### config.mk
export PLATFORM = sky130hd
export DESIGN_NAME = kanagawa_quad_port_memory_arbiter
export DESIGN_NICKNAME = d
export VERILOG_FILES = /design/src/rtl/kanagawa_quad_port_memory_arbiter.sv
export SDC_FILE = /design/constraint.sdc
export NUM_CORES = 1
export LEC_CHECK = 0
export BUFFER_PORTS_ARGS = -buffer_cell sky130_fd_sc_hd__buf_2
export CAP_MARGIN = 20
export CORE_AREA = 3 3 214 216
export CTS_CLUSTER_SIZE = 10
export DETAILED_ROUTE_END_ITERATION = 6
export DIE_AREA = 0 0 217 219
export GPL_TIMING_DRIVEN = 0
export PLACE_DENSITY_LB_ADDON = 0.1
export REMOVE_ABC_BUFFERS = 1
export SKIP_LAST_GASP = 1
export SLEW_MARGIN = 20
export SYNTH_ARGS = -nofsm -noshare
export SYNTH_HDL_FRONTEND = slang
export SYNTH_SLANG_ARGS = --single-unit
### constraint.sdc
create_clock -name clk -period 9.65 [get_ports clk]
set_clock_uncertainty 0.2 [all_clocks]
set_input_delay 1.4475 -clock clk [delete_from_list [all_inputs] [get_ports clk]]
set_output_delay 1.4475 -clock clk [all_outputs]
set_load 0.02 [all_outputs]
### src/rtl/kanagawa_quad_port_memory_arbiter.sv
// Round-robin arbiter sharing a 2-write/2-read memory among N_REQ requesters.
// Define KANAGAWA_MEM_ARB_STATS_EN to enable the saturating stall counters.
module kanagawa_quad_port_memory_arbiter #(
  parameter int N_REQ        = 4,
  parameter int DATA_WIDTH   = 32,
  parameter int ADDR_WIDTH   = 6,
  parameter int READ_LATENCY = 1,
  parameter int WRITE_DELAY  = 0
) (
  input  logic                        clk,
  input  logic                        rst,
  input  logic [N_REQ-1:0]            rd_req_valid,
  input  logic [N_REQ*ADDR_WIDTH-1:0] rd_req_addr,
  output logic [N_REQ-1:0]            rd_req_ready,
  input  logic [N_REQ-1:0]            wr_req_valid,
  input  logic [N_REQ*ADDR_WIDTH-1:0] wr_req_addr,
  input  logic [N_REQ*DATA_WIDTH-1:0] wr_req_data,
  output logic [N_REQ-1:0]            wr_req_ready,
  output logic [N_REQ-1:0]            rd_rsp_valid,
  output logic [N_REQ*DATA_WIDTH-1:0] rd_rsp_data,
  output logic [2*ADDR_WIDTH-1:0]     mem_write_addr,
  output logic [1:0]                  mem_wren,
  output logic [2*DATA_WIDTH-1:0]     mem_data,
  output logic [1:0]                  mem_rden,
  output logic [2*ADDR_WIDTH-1:0]     mem_read_addr,
  input  logic [2*DATA_WIDTH-1:0]     mem_rddata,
  output logic [31:0]                 stat_rd_hazard_stalls,
  output logic [31:0]                 stat_wr_conflict_stalls
);

  localparam int IW  = (N_REQ > 1) ? $clog2(N_REQ) : 1;
  localparam int IW1 = IW + 1;
  localparam int PD  = 1 + READ_LATENCY;

  if (N_REQ < 2 || N_REQ > 16) begin : g_bad_n
    $error("N_REQ must be in 2..16");
  end
  if (READ_LATENCY < 1 || READ_LATENCY > 2) begin : g_bad_rl
    $error("READ_LATENCY must be 1 or 2");
  end
  if (WRITE_DELAY < 0) begin : g_bad_wd
    $error("WRITE_DELAY must be >= 0");
  end

  function automatic logic [IW-1:0] wrap(
    input logic [IW-1:0] p,
    input int            k
  );
    logic [IW1-1:0] s;
    s = {1'b0, p} + IW1'(k);
    if (s >= IW1'(N_REQ)) s = s - IW1'(N_REQ);
    return s[IW-1:0];
  endfunction

  logic [IW-1:0] wr_ptr, rd_ptr;
  logic [IW-1:0] wr_last, rd_last;
  logic [IW-1:0] w_idx, r_idx;
  logic [ADDR_WIDTH-1:0] w_a;

  logic [1:0]                 wg_v, rg_v;
  logic [1:0][ADDR_WIDTH-1:0] wg_a, rg_a;
  logic [1:0][DATA_WIDTH-1:0] wg_d;
  logic [1:0][IW-1:0]         rg_i;

  logic [N_REQ-1:0] wr_gnt, rd_gnt;
  logic [N_REQ-1:0] rd_hit, sb_hit;

  logic [1:0][PD-1:0] tag_v;
  logic [IW-1:0]      tag_i [2][PD];

  // A second write to slot 0's address is skipped so the pair never collides.
  always_comb begin
    wg_v    = '0;
    wg_a    = '0;
    wg_d    = '0;
    wr_gnt  = '0;
    wr_last = wr_ptr;
    w_idx   = '0;
    w_a     = '0;
    for (int k = 0; k < N_REQ; k++) begin
      w_idx = wrap(wr_ptr, k);
      w_a   = wr_req_addr[w_idx*ADDR_WIDTH +: ADDR_WIDTH];
      if (!rst && wr_req_valid[w_idx]) begin
        if (!wg_v[0]) begin
          wg_v[0]       = 1'b1;
          wg_a[0]       = w_a;
          wg_d[0]       = wr_req_data[w_idx*DATA_WIDTH +: DATA_WIDTH];
          wr_gnt[w_idx] = 1'b1;
          wr_last       = w_idx;
        end else if (!wg_v[1] && w_a != wg_a[0]) begin
          wg_v[1]       = 1'b1;
          wg_a[1]       = w_a;
          wg_d[1]       = wr_req_data[w_idx*DATA_WIDTH +: DATA_WIDTH];
          wr_gnt[w_idx] = 1'b1;
          wr_last       = w_idx;
        end
      end
    end
  end

  if (WRITE_DELAY > 0) begin : g_sb
    logic [1:0]                 sb_v [WRITE_DELAY];
    logic [1:0][ADDR_WIDTH-1:0] sb_a [WRITE_DELAY];

    always_ff @(posedge clk) begin
      if (rst) begin
        for (int d = 0; d < WRITE_DELAY; d++) begin
          sb_v[d] <= '0;
          sb_a[d] <= '0;
        end
      end else begin
        sb_v[0] <= wg_v;
        sb_a[0] <= wg_a;
        for (int d = 1; d < WRITE_DELAY; d++) begin
          sb_v[d] <= sb_v[d-1];
          sb_a[d] <= sb_a[d-1];
        end
      end
    end

    always_comb begin
      sb_hit = '0;
      for (int i = 0; i < N_REQ; i++)
        for (int d = 0; d < WRITE_DELAY; d++)
          for (int p = 0; p < 2; p++)
            if (sb_v[d][p] &&
                sb_a[d][p] == rd_req_addr[i*ADDR_WIDTH +: ADDR_WIDTH])
              sb_hit[i] = 1'b1;
    end
  end else begin : g_no_sb
    assign sb_hit = '0;
  end

  always_comb begin
    rd_hit = sb_hit;
    for (int i = 0; i < N_REQ; i++)
      for (int p = 0; p < 2; p++)
        if (wg_v[p] &&
            wg_a[p] == rd_req_addr[i*ADDR_WIDTH +: ADDR_WIDTH])
          rd_hit[i] = 1'b1;
  end

  always_comb begin
    rg_v    = '0;
    rg_a    = '0;
    rg_i    = '0;
    rd_gnt  = '0;
    rd_last = rd_ptr;
    r_idx   = '0;
    for (int k = 0; k < N_REQ; k++) begin
      r_idx = wrap(rd_ptr, k);
      if (!rst && rd_req_valid[r_idx] && !rd_hit[r_idx] && !rg_v[1]) begin
        if (!rg_v[0]) begin
          rg_v[0] = 1'b1;
          rg_a[0] = rd_req_addr[r_idx*ADDR_WIDTH +: ADDR_WIDTH];
          rg_i[0] = r_idx;
        end else begin
          rg_v[1] = 1'b1;
          rg_a[1] = rd_req_addr[r_idx*ADDR_WIDTH +: ADDR_WIDTH];
          rg_i[1] = r_idx;
        end
        rd_gnt[r_idx] = 1'b1;
        rd_last       = r_idx;
      end
    end
  end

  assign wr_req_ready = wr_gnt;
  assign rd_req_ready = rd_gnt;

  always_ff @(posedge clk) begin
    if (rst) begin
      wr_ptr         <= '0;
      rd_ptr         <= '0;
      mem_wren       <= '0;
      mem_rden       <= '0;
      mem_write_addr <= '0;
      mem_data       <= '0;
      mem_read_addr  <= '0;
      tag_v          <= '0;
      for (int p = 0; p < 2; p++)
        for (int s = 0; s < PD; s++)
          tag_i[p][s] <= '0;
    end else begin
      if (|wg_v) wr_ptr <= wrap(wr_last, 1);
      if (|rg_v) rd_ptr <= wrap(rd_last, 1);
      mem_wren       <= wg_v;
      mem_write_addr <= wg_a;
      mem_data       <= wg_d;
      mem_rden       <= rg_v;
      mem_read_addr  <= rg_a;
      for (int p = 0; p < 2; p++) begin
        tag_v[p]    <= {tag_v[p][PD-2:0], rg_v[p]};
        tag_i[p][0] <= rg_i[p];
        for (int s = 1; s < PD; s++)
          tag_i[p][s] <= tag_i[p][s-1];
      end
    end
  end

  always_comb begin
    rd_rsp_valid = '0;
    rd_rsp_data  = '0;
    for (int p = 0; p < 2; p++)
      if (!rst && tag_v[p][PD-1]) begin
        rd_rsp_valid[tag_i[p][PD-1]] = 1'b1;
        rd_rsp_data[tag_i[p][PD-1]*DATA_WIDTH +: DATA_WIDTH] =
          mem_rddata[p*DATA_WIDTH +: DATA_WIDTH];
      end
  end

`ifdef KANAGAWA_MEM_ARB_STATS_EN
  localparam int CW = $clog2(N_REQ + 1);

  logic [CW-1:0] hz_n, cf_n;
  logic [31:0]   hz_cnt, cf_cnt;

  function automatic logic [31:0] sat_add(
    input logic [31:0]   a,
    input logic [CW-1:0] b
  );
    logic [32:0] s;
    s = {1'b0, a} + 33'(b);
    return s[32] ? {32{1'b1}} : s[31:0];
  endfunction

  always_comb begin
    hz_n = '0;
    cf_n = '0;
    for (int i = 0; i < N_REQ; i++) begin
      if (!rst && rd_req_valid[i] && rd_hit[i])
        hz_n = hz_n + CW'(1);
      if (!rst && wr_req_valid[i] && !wr_gnt[i] && wg_v[0] &&
          wr_req_addr[i*ADDR_WIDTH +: ADDR_WIDTH] == wg_a[0])
        cf_n = cf_n + CW'(1);
    end
  end

  always_ff @(posedge clk) begin
    if (rst) begin
      hz_cnt <= '0;
      cf_cnt <= '0;
    end else begin
      hz_cnt <= sat_add(hz_cnt, hz_n);
      cf_cnt <= sat_add(cf_cnt, cf_n);
    end
  end

  assign stat_rd_hazard_stalls   = hz_cnt;
  assign stat_wr_conflict_stalls = cf_cnt;
`else
  assign stat_rd_hazard_stalls   = '0;
  assign stat_wr_conflict_stalls = '0;
`endif

endmodule

# After elaboration in Yosys (flattened, before gate mapping)
# Memory sizes are Yosys's and may differ from the RTL's.
# Index checks and enable logic that the tools add are counted.
[classes]
n_addsub = 20
mul = 8
n_lt_le_gt_ge = 30
n_eq_ne = 11
n_shift = 16
mux = 165
bitwise_logic = 12
n_reduce_logical = 51
[op_table]
columns = ["operator", "n"]
rows = [
  ["variable part select 128 x 8 -> 32 bit", 4],
  ["two-way mux 32 bit", 10],
  ["two-way mux 128 bit", 2],
  ["variable shift 32 x 34 -> 128 bit (first input constant)", 2],
  ["variable part select 32 x 34 -> 128 bit", 2],
  ["two-way mux 64 bit", 3],
  ["variable part select 24 x 6 -> 6 bit", 8],
  ["AND 128 bit", 1],
  ["bitwise mux 128 bit", 1],
  ["two-way mux 6 bit", 17],
  ["two-way mux 2 bit", 41],
  ["two-way mux 4 bit", 19],
  ["two-way mux 12 bit", 6],
  ["negation 7 -> 34 bit", 2],
  ["equality test 6 bit", 8],
  ["two-way mux 1 bit", 44],
  ["logical AND 1 bit", 38],
  ["multiplier 2 x 2 -> 4 bit (second input constant)", 8],
  ["< comparator 2 x 3 -> 1 bit (second input constant)", 10],
  ["bitwise OR 4 bit", 7],
  ["binary-select mux 1 bit (select 2 bit)", 12],
  ["greater-or-equal comparator 3 bit (second input constant)", 8],
  ["demux 1 bit (select 2 bit)", 10],
  ["greater-or-equal comparator 2 x 1 -> 1 bit (second input constant)", 10],
  ["9 further kinds", 40],
]
[word_totals]
reg_bits = 100
ram_bits = 8
inputBits = 250
out_inout_bits = 296
wordCells = 323
memories = 1
[mem_list]
columns = ["name", "depth", "word_bits", "read_ports", "rd_ports_with_merged_regs", "write_ports", "line", "source"]
rows = [
  ["tag_i", 2, 4, 2, 0, 2, "69", "logic [IW-1:0] tag_i [2][PD];"],
]

# Longest topological paths before layout
# Gate-level depths: netlist of the first run.
[depth]
depth_word = 41
ltp_mapped = 27
mapped_depth_nobuf = 20

# Least setup slack after synthesis of the first run
# No wires, ideal clock.
[synth_path]
path_kind = "input -> output"
startpoint = "input rst"
endpoint = "output rd_req_ready[0]"
t_arrival_ns = 5.915
required_time_ns = 8.003
setup_slack_ns = 2.088
cell_stages = 18
n_path_buf = 2
cell_sequence = "clkbuf_1 -> or2_1 -> o22a_1 -> buf_2 -> and3_4 -> or4_1 -> o2bb2ai_2 -> o31ai_4 -> a2111oi_2 -> a2111o_1 -> o2111ai_1 -> or4_4 -> nand3_1 -> mux4_2 -> nor2_2 -> nor2_1 -> a222oi_1 -> nand2_1"
[synth_between]
elab_chain_len = 34
elab_cells_between_ends = 97
classes_between = "eq/ne (11); mux (48); bitwise (3); reduce/logical (35)"
[synth_lines]
columns = ["element", "line", "source"]
rows = [
  ["from (decl)", "11", "input logic rst,"],
  ["logical NOT 1 bit *", "83, 152", ""],
  ["logical AND 1 bit", "83", "if (!rst && wr_req_valid[w_idx]) begin"],
  ["two-way mux 6 bit", "83", ""],
  ["inequality test 6 bit", "90", "end else if (!wg_v[1] && w_a != wg_a[0]) begin"],
  ["logical AND 1 bit", "90", ""],
  ["two-way mux 1 bit", "90", ""],
  ["two-way mux 1 bit", "84", "if (!wg_v[0]) begin"],
  ["two-way mux 2 bit", "83", ""],
  ["[18 not listed]", "-", ""],
  ["two-way mux 1 bit", "153", "if (!rg_v[0]) begin"],
  ["two-way mux 2 bit", "152", "if (!rst && rd_req_valid[r_idx] && !rd_hit[r_idx] && !rg_v[1]) begin"],
  ["logical NOT 1 bit", "152", ""],
  ["logical AND 1 bit", "152", ""],
  ["two-way mux 2 bit", "152", ""],
  ["logical NOT 1 bit", "152", ""],
  ["logical AND 1 bit", "152", ""],
  ["two-way mux 4 bit *", "152", ""],
  ["to (decl)", "14", "output logic [N_REQ-1:0] rd_req_ready,"],
]
# Every way passes the cells marked *; elsewhere a longest branch is shown, timed or not. The select of a mux whose other input is x is not followed.

# Worst setup path after layout of the first run
[layout_path]
startpoint = "register wr_ptr[1]"
endpoint = "output rd_req_ready[0]"
[layout_between]
elab_chain_len = 37
elab_cells_between_ends = 123
classes_between = "add/sub (7); mul (4); order compare (4); eq/ne (11); shift (4); mux (60); bitwise (3); reduce/logical (30)"
[layout_lines]
columns = ["element", "line", "source"]
rows = [
  ["from (decl)", "55", "logic [IW-1:0] wr_ptr, rd_ptr;"],
  ["from (signal assigned)", "185", "if (|wg_v) wr_ptr <= wrap(wr_last, 1);"],
  ["parallel branches: the longest is 36 deep, another holds multiplier 2 x 2 -> 4 bit", "-", ""],
  ["two-way mux 4 bit *", "152", ""],
]
# Every way passes the cells marked *. The select of a mux whose other input is x is not followed.

==> metrics.md, run 1 <==
| Metric | Value |
|---|---|
| # fillers | `roughly 4600` |
| DR iter-0 viols | `835` |
| Core Rows | `77` |
| Slew Limit Fails | `0` |
| #FFs+latches synth | `106` |
| Sink Count | `106` |
| Commonest non-fill, non-tap cell in the layout | `buf_2` |
| Post-route ant nets | `0` |
| Most frequent cells in the layout | `buf_2, a22o_1, mux4_2` |
| Post-synthesis sequential area ratio | `0.161` |
| Fmax | `109 MHz` |
| DR vias | `14400` |
| GRT Residual Overflow | `0` |
| Worst skew pair latency | `0.39 ns` |
| First-pass GRT wire length | `between 80 and 90 mm` |
| Setup ws final | `0.490 ns` |
| Largest net degree at the start of global routing | `53` |
| CTS tree | `yes` |
| Post-synth ARST share | `0` |
| Worst Hold Class | `reg2reg` |
| CTS Buf Count | `9` |
| Power Total | `4.78 mW` |
| Clock Tree Buf Depth | `2` |
| Multi-input logic area | `10300 um^2` |
| WL final | `60.8 mm` |
| Share of layout cells above drive strength 1 | `0.422` |
| Peak VDD IR | `0.127 mV` |
| Status | `finished, final reports clean` |
| Final #Nets | `2125` |
| Synthesized area | `13200 um^2` |
| Post-Syn Instances | `1444` |
| DP HPWL | `46.7 mm` |
| Die height | `219 um` |
| Vias in the first global route | `13800` |
| Critical path's slowest cell | `dfxtp_4` |
| Gr usage total | `0.245` |
| Crit share post-route | `0.949` |
| Critical Path, Cell by Cell | `buf_16 -> inv_4 -> ha_4 -> buf_16 -> or2_2 -> o22ai_4 -> buf_8 -> a21boi_1 -> o31ai_1 -> o211ai_1 -> o21a_1 -> o31ai_2 -> o221ai_2 -> o2111ai_1 -> or4_4 -> nand3_1 -> mux4_2 -> nor2_4 -> nor2_1 -> a222oi_1 -> nand2_1 -> buf_2` |
| Worst EP required | `8.00 ns` |
| Mean area per synthesized cell | `slightly above 9 um^2` |
| Routed len/inst | `about 25 um` |
| Core area | `44100 um^2` |
| Final Wtd Congestion | `~0.9` |
| Synth unique cells | `86` |
| Final setup fails | `0` |
| CP max FO | `between 40 and 50` |
| WP buf/inv | `5` |
| Die footprint | `47500 um^2` |
| Crit Path Class | `reg2out` |
| Ports | `546` |
| Die width | `roughly 220 um` |
| Initial Utilization | `0.298` |
| Post-synth EDFFs | `0` |
| Delay-heaviest family, CP | `compound AO/OA/AOI/OAI gates` |
| Startpoint Class | `register` |
| Slew margin rel. | `0.364` |
| Synthesis-to-layout area growth | `28.1%` |
| Root buffer cell | `clkbuf_16` |
| Register area | `2130 um^2` |
| LEAKAGE | `7.11 nW` |
| Most used cell, CP | `buf_16` |
| Routed vias/inst | `5.87` |
| Crit. End Element | `output port` |
| R2r startpoint | `wr_ptr[1]` |
| Worst Tran Pin Value | `0.954 ns` |
| Pre-CTS worst setup slack | `-0.368 ns` |
| Critical path's largest stage delay | `a little over 0.6 ns` |
| Post-synth top flop | `dfxtp_1` |
| HP Start | `tag_i[1][3]` |
| First-pass DRT Iterations | `5` |
| Crit path DAT | `between 7 and 8 ns` |
| IO buf count | `481` |
| Min cycle time layout | `roughly 9 ns` |
| Pwr Density | `283 nW/um^2` |
| Drt drc | `0` |
| Yosys warns | `0` |
| H-tree lvl count | `3` |
| Clock-pin slew on the worst setup and hold paths | `0.08 ns` |
| Crit path from | `wr_ptr[1]` |
| Initial antenna violation count | `23` |
| # Max-Cap Violations | `0` |
| RSZ-0062 raised after global routing | `no` |
| Final hold vios | `0` |
worst register-to-register path, cell delays in order (launching register included):
cell	delay (ns)
dfxtp_4	0.61
buf_16	0.30
inv_4	0.31
ha_4	0.37
buf_16	0.19
or2_2	0.37
o22ai_4	0.44
buf_8	0.23
a21boi_1	0.11
o31ai_1	0.31
o211ai_1	0.30
a211o_1	0.46
a32oi_2	0.53
a21oi_1	0.14
nand4b_1	0.20
or4_4	0.56
a32oi_4	0.38
a2bb2oi_4	0.31
nor2_4	0.14
o31ai_4	0.41
mux2_1	0.39
or4_1	0.40
a311oi_1	0.26
where the power goes:
part           total, mW  switching [mW]  internal (mW)
Combinational       3.58            2.10           1.48
Clock              0.433           0.197          0.236
Sequential         0.767           0.126          0.641
Total               4.78            2.42           2.36
flip-flops by register name, summed over array words and instances (netlist names):
signal / flops
mem_write_addr: 12
mem_read_addr: 12
wr_ptr: 2
mem_wren: 2
mem_data: 64
tag_i: 8
rd_ptr: 2
mem_rden: 1
tag_v: 3
what timing repair did:
action,4_1_cts,5_1_grt
gates resized for setup,6,2
setup endpoints to repair,4,4
setup buffers,6,3
pin swaps,2,1
hold buffers,0,0
worst paths after layout:
| kind | end | cells after the start | slack [ns] |
|---|---|---|---|
| setup / recovery | rd_req_ready[0] | 22 | 0.49 |
| hold / removal | tag_i[1][1] | 1 | 0.24 |
| setup reg to reg | rd_ptr[1] | 22 | 1.65 |
| hold reg to reg | tag_i[1][1] | 1 | 0.24 |
per-layer routing:
layer | global-route usage | part of all wire
met3 | 0.0648 | 0.082
met2 | 0.404 | 0.48
met1 | 0.308 | 0.41
met4 | 0.0885 | 0.032
met5 | 0 | 0.0015
kinds of logic (layout without fill, tap and decap cells):
group / count (synthesis) / count (layout) / share of synthesized area
DFF: 106 / 106 / 0.161
muxes: 208 / 208 / 0.287
AOI/OAI and AO/OA: 480 / 480 / 0.286
buffers and inverters: 227 / 577 / 0.0871
other: 1 / 77 / 0.000285
and+or+nand+nor: 360 / 360 / 0.131
adders and majority gates: 24 / 24 / 0.0226
xor gates and xnor gates: 38 / 38 / 0.0253
Yosys cell counts, drive strengths merged (4+ instances only):
cell,instances,share of area
a22oi,40,0.023
and2,7,0.0033
ha,23,0.022
a2111oi,7,0.0076
a211oi,11,0.0070
a222oi,8,0.0061
and3,17,0.0085
or2,6,0.0029
xor2,10,0.0067
dfxtp,106,0.16
mux4,130,0.22
xnor2,28,0.019
or3,5,0.0024
mux2,50,0.043
nor3,16,0.0061
a221o,18,0.014
o21ai,84,0.032
nor4,22,0.010
nand2,122,0.035
o211ai,14,0.0080
a22o,132,0.088
mux2i,28,0.021
a21oi,52,0.020
a31oi,7,0.0033
clkbuf,102,0.029
buf,96,0.050
inv,27,0.0077
a221oi,48,0.032
o2111ai,7,0.0051
nor2b,14,0.0067
or4,4,0.0029
o22a,5,0.0033
o31ai,7,0.0065
nand3,23,0.0087
o221ai,4,0.0027
nand4,17,0.0086
nor2,91,0.026
and4,7,0.0047
a32oi,4,0.0047
o22ai,7,0.0033
metrics by stage:
stage          area [um^2]  instances  hold slack, ns  utilization  setup TNS, ns
2_1_floorplan        12400       1309           0.214            -        -351.21
3_3_place_gp         15500       2382           0.220        0.351       -1165.38
3_5_place_dp         16300       2424           0.220        0.370          -1.31
4_1_cts              16800       2446           0.240        0.381              0
5_1_grt              16900       2459           0.262        0.382              0
6_report             16900       2462           0.237        0.382              0
layout make-up:
type | instances | area share
timing repair buffer | 532 | 0.189
multi-input combinational | 1174 | 0.613
tap | 592 | 0.0439
antenna | 13 | 0.00193
clock buffer | 11 | 0.0144
inverter | 29 | 0.00660
sequential | 106 | 0.126
clock inverter | 5 | 0.00490
No activity file was read; power rests on OpenSTA's default activity.
==> run 2: changes to the inputs <==
--- a/config.mk
+++ b/config.mk
@@ -7,12 +7,13 @@
 export LEC_CHECK = 0
 export BUFFER_PORTS_ARGS = -buffer_cell sky130_fd_sc_hd__buf_2
 export CAP_MARGIN = 20
-export CORE_AREA = 3 3 214 216
+export CORE_AREA = 2 2 213 215
 export CTS_CLUSTER_SIZE = 10
 export DETAILED_ROUTE_END_ITERATION = 6
-export DIE_AREA = 0 0 217 219
+export DIE_AREA = 0 0 215 217
 export GPL_TIMING_DRIVEN = 0
-export PLACE_DENSITY_LB_ADDON = 0.1
+export MAX_ROUTING_LAYER = met4
+export PLACE_DENSITY = 0.65
 export REMOVE_ABC_BUFFERS = 1
 export SKIP_LAST_GASP = 1
 export SLEW_MARGIN = 20
==> run 2 against run 1 <==
Against the previous run: combinational power is 3% lower; non-clock buffer count fell by 10; sequential power shrank 3.9%; core utilization fell by 1.0 points.
==> metrics.md, run 2 (synthesis results as in run 1) <==
| Metric | Value |
|---|---|
| Status | `finished, final reports clean` |
| Sink Count | `106` |
| Final instance area | `16600 um^2` |
| Startpoint Class | `primary input` |
| Top reg by flops | `mem_data` |
| Part of the power in combinational logic | `0.758` |
| CTS Buf Count | `9` |
| Hold buffers post-CTS | `0` |
| Worst Hold Class | `reg2reg` |
| Die width | `215 um` |
| Largest net degree at the start of global routing | `52` |
| Drt drc | `0` |
| RSZ-0062 raised after global routing | `no` |
| Switching power | `2.35 mW` |
| Gr usage total | `0.242` |
| Share of layout cells above drive strength 1 | `0.418` |
| Crit share post-route | `0.954` |
| Routed len/inst | `~23 um` |
| IO buf count | `481` |
| Core Rows | `78` |
| Synthesis-to-layout area growth | `26.4%` |
| Commonest non-fill, non-tap cell in the layout | `buf_2` |
| # fillers | `around 4600` |
| Core area | `44700 um^2` |
| # Max-Cap Violations | `0` |
| First-pass GRT wire length | `84.9 mm` |
| P_int | `about 2.3 mW` |
| Post-route ant nets | `0` |
| DP HPWL | `around 45 mm` |
| DR iter-0 viols | `1452` |
| CP max FO | `28` |
| Worst Tran Pin Value | `approximately 1.0 ns` |
| Slew margin rel. | `0.303` |
| Vias in the first global route | `13900` |
| Pwr Density | `277 nW/um^2` |
| Root buffer cell | `clkbuf_16` |
| Final #Nets | `approximately 2100` |
| Die footprint | `46700 um^2` |
| Worst skew pair latency | `~0.40 ns` |
| Met3 WL | `5.13 mm` |
| WL final | `57.4 mm` |
| Max reg flops | `64` |
| Most frequent cells in the layout | `buf_2, a22o_1, mux4_2` |
| Min cycle time layout | `9.20 ns` |
| H-tree lvl count | `3` |
| Final cell count without fillers | `2458` |
| Final setup fails | `0` |
| Register area | `between 2000 and 2500 um^2` |
| Placed Instances | `2430` |
| DR WL met2 | `roughly 29 mm` |
| Fmax | `109 MHz` |
| CTS tree | `yes` |
| Clock-pin slew on the worst setup and hold paths | `0.07 ns` |
| Met1 WL | `around 21 mm` |
| DR top layer | `met4` |
| Area after DPL | `16300 um^2` |
| Clk pwr share | `0.082` |
| Switching Fraction | `0.511` |
| LEAKAGE | `7.01 nW` |
| Routed vias/inst | `5.97` |
| Final hold vios | `0` |
| First-pass DRT Iterations | `6` |
| Crit Path Class | `in2out` |
| Final Wtd Congestion | `0.976` |
| Regs by FF count | `mem_data (64), mem_read_addr (12), mem_write_addr (12)` |
| DR vias | `14700` |
| Initial Utilization | `0.294` |
| Crit path DAT | `7.56 ns` |
| Initial antenna violation count | `11` |
| Peak VDD IR | `0.164 mV` |
| Multi-input logic area | `10300 um^2` |
| Crit. End Element | `output port` |
| Die height | `~220 um` |
| GRT Residual Overflow | `0` |
| Slew Limit Fails | `0` |
| Sequential share of power | `0.160` |
| Ports | `546` |
| Clock Tree Buf Depth | `2` |
| Worst EP required | `roughly 8 ns` |
## run 2: changes by cell type in the layout (fill, tap and decap cells not counted), moves of 2 or more
cell / delta
diode_2: -2
nor2_4: -3
buf_16: -3
bufinv_16: -2
nor2_2: +3
buf_4: -2
clkinvlp_4: +2
buf_6: -4
buf_8: -2
## run 2: worst max-delay path: stages
cell and delay [ns]:
buf_2 0.30, or2_1 0.36, o22ai_4 0.66, buf_16 0.26
nand4_1 0.09, and3_1 0.25, o311ai_4 0.59, buf_8 0.24
nand4_1 0.41, o221a_4 0.48, xor2_1 0.15, or4_4 0.55
a32oi_4 0.37, a2bb2oi_4 0.31, nor2_2 0.18, nor2_1 0.35
a222oi_1 0.16, nand2_1 0.13, buf_2 0.18
## run 2: cell type report
type / count / area share
Timing Repair Buffer: 522 / 0.183
Tap cell: 600 / 0.0451
Sequential cell: 106 / 0.128
Inverter: 29 / 0.00669
Clock inverter: 7 / 0.00323
Antenna cell: 11 / 0.00165
Clock buffer: 9 / 0.0135
Multi-Input combinational cell: 1174 / 0.619
## run 2: repair_timing
action                     in CTS  in global routing
gates resized for setup         0                  5
setup endpoints to repair       0                  4
setup buffers                   0                  1
## run 2: power by group through the flow
stage          combinational [mW]  sequential (mW)  clock (mW)
2_1_floorplan                2.16             1.07           0
3_3_place_gp                 3.27            0.894           0
3_5_place_dp                 3.44            0.744           0
4_1_cts                      3.45            0.740       0.399
5_1_grt                      3.75            0.759       0.411
6_report                     3.49            0.737       0.380
## run 2: final timing paths
| path | start | endpoint | slack [ns] | depth (start not counted) |
|---|---|---|---|---|
| setup / recovery | rst | rd_req_ready[1] | 0.45 | 19 |
| hold reg to reg | tag_i[0][2] | tag_i[0][0] | 0.25 | 1 |
| hold / removal | tag_i[0][2] | tag_i[0][0] | 0.25 | 1 |
| setup reg to reg | wr_ptr[1] | rd_ptr[1] | 1.67 | 19 |
## run 2: stage by stage
| step | worst slack (ns) | setup TNS [ns] | util | power (mW) | hold slack (ns) |
|---|---|---|---|---|---|
| finish | 0.446 | 0 | 0.372 | 4.61 | 0.248 |
| CTS | 0.0902 | 0 | 0.371 | 4.59 | 0.246 |
| detailed placement | 0.321 | 0 | 0.364 | 4.18 | 0.229 |
| global placement | -12.41 | -1037.46 | 0.347 | 4.16 | 0.225 |
| floorplan | -6.33 | -351.21 | - | 3.23 | 0.214 |
| global route | 0.0431 | 0 | 0.372 | 4.92 | 0.262 |
## run 2: metal layers
metal  up-vias  track usage
met1      7237        0.274
met4         0        0.115
li1       6490            -
met3       110       0.0474
met2       847        0.411
met5         -            -
